File: src/rtl/ifu_fetch.sv
// ifu_fetch: instruction fetch stage for the RV64 single-cycle core.
// It owns the fetch PC and issues in-order requests to instruction memory.
// Returned instructions are buffered in a small queue and handed to the core.
// Redirects flush the queue; responses still in flight for the old path are dropped.
// Optional performance counters are enabled with the macro IFU_FETCH_PERF_EN.
module ifu_fetch #(
  parameter logic [63:0] RESET_PC   = 64'h8000_0000,
  parameter int unsigned FIFO_DEPTH = 4
) (
  input  logic        clk,
  input  logic        rst,
`ifdef IFU_FETCH_PERF_EN
  output logic [63:0] perf_fetch_cnt,
  output logic [63:0] perf_stall_cnt,
  output logic [63:0] perf_flush_cnt,
`endif
  input  logic        redirect_valid,
  input  logic [63:0] redirect_pc,
  output logic        imem_req_valid,
  input  logic        imem_req_ready,
  output logic [63:0] imem_req_addr,
  input  logic        imem_resp_valid,
  input  logic [63:0] imem_resp_data,
  output logic        out_valid,
  input  logic        out_ready,
  output logic [31:0] out_inst,
  output logic [63:0] out_pc
);

  localparam int unsigned PW = $clog2(FIFO_DEPTH);
  localparam int unsigned CW = PW + 1;
  // Stale responses from several back-to-back redirects can stack up, so drop_cnt gets headroom.
  localparam int unsigned DW = CW + 3;

  logic [63:0]   fetch_pc;
  logic [PW-1:0] alloc_ptr;
  logic [PW-1:0] fill_ptr;
  logic [PW-1:0] head_ptr;
  logic [CW-1:0] count;
  logic [CW-1:0] pend;
  logic [DW-1:0] drop_cnt;
  logic [63:0]   ent_pc   [FIFO_DEPTH];
  logic [31:0]   ent_inst [FIFO_DEPTH];
  logic [FIFO_DEPTH-1:0] filled;

  logic req_fire;
  logic pop;
  logic resp_take;
  logic unused_redirect_lsb;

  assign unused_redirect_lsb = redirect_pc[0];

  // Request, output and handshake decode
  always_comb begin
    imem_req_valid = !rst && !redirect_valid && (count < CW'(FIFO_DEPTH));
    imem_req_addr  = {fetch_pc[63:3], 3'b000};
    out_valid      = !rst && !redirect_valid && filled[head_ptr];
    out_inst       = filled[head_ptr] ? ent_inst[head_ptr] : 32'd0;
    out_pc         = filled[head_ptr] ? ent_pc[head_ptr]   : 64'd0;
    req_fire       = imem_req_valid && imem_req_ready;
    pop            = out_valid && out_ready;
    resp_take      = imem_resp_valid && (drop_cnt == DW'(0));
  end

  // Pointer, occupancy, drop and fetch PC state; redirect flushes everything
  always_ff @(posedge clk) begin
    if (rst) begin
      fetch_pc  <= RESET_PC;
      alloc_ptr <= '0;
      fill_ptr  <= '0;
      head_ptr  <= '0;
      count     <= '0;
      pend      <= '0;
      drop_cnt  <= '0;
      filled    <= '0;
    end else if (redirect_valid) begin
      fetch_pc  <= {redirect_pc[63:1], 1'b0};
      alloc_ptr <= '0;
      fill_ptr  <= '0;
      head_ptr  <= '0;
      count     <= '0;
      pend      <= '0;
      filled    <= '0;
      drop_cnt  <= drop_cnt + DW'(pend) - DW'(imem_resp_valid);
    end else begin
      if (req_fire) begin
        alloc_ptr <= alloc_ptr + PW'(1);
        fetch_pc  <= fetch_pc + 64'd4;
      end
      if (imem_resp_valid) begin
        if (drop_cnt != DW'(0)) begin
          drop_cnt <= drop_cnt - DW'(1);
        end else begin
          filled[fill_ptr] <= 1'b1;
          fill_ptr         <= fill_ptr + PW'(1);
        end
      end
      if (pop) begin
        filled[head_ptr] <= 1'b0;
        head_ptr         <= head_ptr + PW'(1);
      end
      count <= count + CW'(req_fire) - CW'(pop);
      pend  <= pend + CW'(req_fire) - CW'(resp_take);
    end
  end

  // Queue payload: PC captured at allocation, instruction half selected at fill
  always_ff @(posedge clk) begin
    if (!rst && !redirect_valid) begin
      if (req_fire) begin
        ent_pc[alloc_ptr] <= fetch_pc;
      end
      if (resp_take) begin
        ent_inst[fill_ptr] <= ent_pc[fill_ptr][2] ? imem_resp_data[63:32] : imem_resp_data[31:0];
      end
    end
  end

  // A response with nothing outstanding and nothing to drop is a memory protocol error
  always_ff @(posedge clk) begin
    if (!rst && imem_resp_valid) begin
      assert ((drop_cnt != DW'(0)) || (pend != CW'(0)));
    end
  end

`ifdef IFU_FETCH_PERF_EN
  // Performance counters: accepted requests, starved consumer cycles, redirects
  always_ff @(posedge clk) begin
    if (rst) begin
      perf_fetch_cnt <= '0;
      perf_stall_cnt <= '0;
      perf_flush_cnt <= '0;
    end else begin
      if (req_fire) begin
        perf_fetch_cnt <= perf_fetch_cnt + 64'd1;
      end
      if (out_ready && !out_valid) begin
        perf_stall_cnt <= perf_stall_cnt + 64'd1;
      end
      if (redirect_valid) begin
        perf_flush_cnt <= perf_flush_cnt + 64'd1;
      end
    end
  end
`endif

endmodule

File: config.mk
export PLATFORM = sky130hd
export DESIGN_NAME = ifu_fetch
export DESIGN_NICKNAME = d
export VERILOG_FILES = /design/src/rtl/ifu_fetch.sv
export SDC_FILE = /design/constraint.sdc
export NUM_CORES = 1
export LEC_CHECK = 0
export CAP_MARGIN = 10
export CORE_MARGIN = 5
export CORE_UTILIZATION = 59
export CTS_BUF_LIST = sky130_fd_sc_hd__clkbuf_8
export DETAILED_ROUTE_END_ITERATION = 10
export PLACE_DENSITY = 0.85
export SLEW_MARGIN = 0
export SYNTH_ARGS = -nofsm -noshare
export SYNTH_HDL_FRONTEND = slang
export SYNTH_SLANG_ARGS = --single-unit
File: constraint.sdc
create_clock -name clk -period 6.9 [get_ports clk]
set_input_delay 0.69 -clock clk [delete_from_list [all_inputs] [get_ports clk]]
set_output_delay 0.69 -clock clk [all_outputs]
set_load 0.01 [all_outputs]
==> flow_summary.yaml <==
floorplan:
  start_util_pct: 59.99
  core_um2: 34710
  ios: 296
  die_h_um: 197.9
  fp-row-count: 68
  die_w_um: 197.9
  die_area_um2: 39150
synth:
  ys_seq_area_share_pct: 63.35
  synth_enable_flop_cells: 380
  synthesis.area_um2: 20820
  async_flop_share_pct: 0
  syn-instance-count: 1428
  synth_ff_type: "edfxtp_1"
  synth_cell_types: 57
  synth_seq_cells: 469
  synth_area_per_cell_um2: 14.58
  yosys_warnings: 0
finish:
  nets: 1827
  area_growth_pct: 19.91
  fin_area_um2: 24970
  drive_gt1_share_pct: 15.29
sta:
  fin_crit_sh_pct: 60.33
  fmax_mhz: 240.2
  fin_ws_ns: 2.738
  drv_slew: 0
  tns_ns: 0
  clock_skew_ns: 0.03376
  worst_slew_pin_slew_ns: 1.041
  finalSetupViolations: 0
  whs_ns: 0.4874
  hold_viol: 0
  fin_crit_ns: 4.162
  rsz0062_at_grt: "false"
  maxSlewHeadroom_pct: 30.08
placed_design:
  portBuffers: 290
  gp_congestion: 0.8881
  place_area_um2: 23650
  pre_cts_ws_ns: 2.897
  hpwlAfterDp_um: 32820
clock_network:
  path_clk_slew_ns: 0.06
  post-cts-setup-buffer-count: 0
  clock_latency_ns: 0.60
  cts_tree: "yes"
  cts_buffers: 72
  root_buffer: "clkbuf_8"
  cts_max_level: 3
  holdBufCountCts: 0
  cts.sinks: 469
  cts_repair_resize_count: 0
  cts_buffer_depth: 3
detailed_routing:
  wl_per_cell_um: 23.23
  vias: 13450
  drcViolationCount: 0
  wirelength_um: 50640
  vias_per_cell: 6.170
  drt_iter0_drc: 1464
  drt_pass1_iterations: 5
  ant_nets: 0
worst_setup_path:
  end_kind: "output pin"
  cp_max_fo: 44
  worstSetupPathType: "flop to output pin"
  crit_arrival_ns: 3.47
  cp-start-kind: "flop"
  critPathRequiredTime_ns: 6.21
  rr_startpoint: "fetch_pc[4]"
global_route:
  grt_overflow: 0
  antenna_found_initial: 6
  track_usage_pct: 25.41
  grt_first_pass_wirelength_um: 77340
  grt_max_degree: 85
  first_global_vias: 13470
run:
  maxCapViolCount: 0
worst_hold_path:
  min_from: "fetch_pc[1]"
  min_path_type: "flop to flop"
pwr:
  ir_worst_vdd_mv: 0.2046
  p_leak_nw: 8.080
  total_power_mw: 6.011
  p_per_area_nw_per_um2: 240.7
run_status:
  outcome: "finished, final reports clean"
==> metrics by stage <==
| stage | utilization [%] | std cells |
|---|---|---|
| after CTS | 71.89 | 2175 |
| after floorplan | - | 1431 |
| after global routing | 71.93 | 2180 |
| final | 71.93 | 2180 |
| after global placement | 68.14 | 2044 |
| after detailed placement | 68.14 | 2044 |
==> Yosys cell counts, types with 27 or more instances <==
| cell type | instances | area [um^2] |
|---|---|---|
| dfxtp_1 | 89 | 1782 |
| buf_4 | 65 | 488.0 |
| edfxtp_1 | 380 | 11410 |
| nand4_1 | 33 | 206.5 |
| inv_1 | 33 | 123.9 |
| ha_1 | 27 | 337.8 |
| nand3_1 | 33 | 165.2 |
| nor2_1 | 80 | 300.3 |
| nor3_1 | 27 | 135.1 |
| nand2_1 | 56 | 210.2 |
| nor2b_1 | 102 | 638.1 |
| mux4_2 | 96 | 2162 |
| a21oi_1 | 45 | 225.2 |
| clkbuf_1 | 70 | 262.8 |
| mux2_2 | 40 | 450.4 |
==> flip-flops by register name (all words and copies together), names as in the netlist, named ones only <==
register / flops
filled: 4
ent_inst: 128
alloc_ptr: 2
drop_cnt: 6
count: 3
fetch_pc: 63
fill_ptr: 2
pend: 3
head_ptr: 2
ent_pc: 252
==> cell usage in the layout (no fill, tap or decap), types with 12 or more instances in the layout <==
master	netlist	final
nor4_1	23	23
o211ai_1	12	12
edfxtp_1	380	380
nand3_1	33	33
nor2b_1	102	102
nor2_1	80	80
mux4_2	96	96
or4_1	15	15
ha_1	27	27
mux2_2	40	39
buf_4	65	20
nand4_1	33	33
clkbuf_8	0	79
mux2i_1	15	15
a21oi_1	45	45
or3_1	12	12
a211oi_1	20	20
nor3_1	27	26
inv_1	33	62
xnor2_1	21	21
clkinv_1	0	13
dfxtp_1	89	87
nand2_1	56	56
clkdlybuf4s50_1	0	288
and3_1	15	15
==> final cells by class <==
class / instances / area [um^2]
Inverter: 33 / 123.9
Tap cell: 455 / 569.3
Timing Repair Buffer: 310 / 3043
Antenna cell: 5 / 12.51
Sequential cell: 469 / 13200
Clock buffer: 79 / 1087
Multi-Input combinational cell: 777 / 6718
Fill cell: 2140 / 9744
Clock inverter: 52 / 215.2
==> final timing paths <==
check | endpoint | slack [ns] | depth (start not counted)
setup / recovery | out_pc[1] | 2.74 | 4
hold / removal | ent_pc[0][1] | 0.49 | 0
setup reg to reg | fetch_pc[35] | 3.67 | 5
hold reg to reg | ent_pc[0][1] | 0.49 | 0
==> logic make-up (layout without fill, tap and decap cells) <==
group,count (synthesis),after routing,synth area share (%)
AO/OA/AOI/OAI,126,126,4.050
XOR/XNOR,32,32,1.346
adder cells (fa/ha/maj),30,30,1.911
buffers and inverters,185,474,4.536
flip-flops,469,469,63.35
multiplexers,151,151,13.27
other,1,9,0.01801
AND/OR/NAND/NOR,434,434,11.52
==> routing by layer <==
layer	track usage [%]	vias up	part of all wire, %
li1	-	5893	-
met1	35.09	6702	39
met2	40.15	736	48
met3	6.040	118	9.5
met4	9.105	2	3.4
met5	0	-	0.026
==> worst max-delay path, stage by stage, from the launching register on <==
cell,delay (ns)
dfxtp_4,0.97
buf_4,0.60
mux4_2,0.56
nor2b_1,0.15
clkdlybuf4s50_1,0.59
==> where the power goes <==
part	internal (mW)	leakage, nW	switching [mW]
registers	3.14	4.21	0.0904
clock network	1.05	0.776	1.05
logic	0.340	3.10	0.338
total	4.53	8.08	1.48
(Power assumes the default switching activity.)
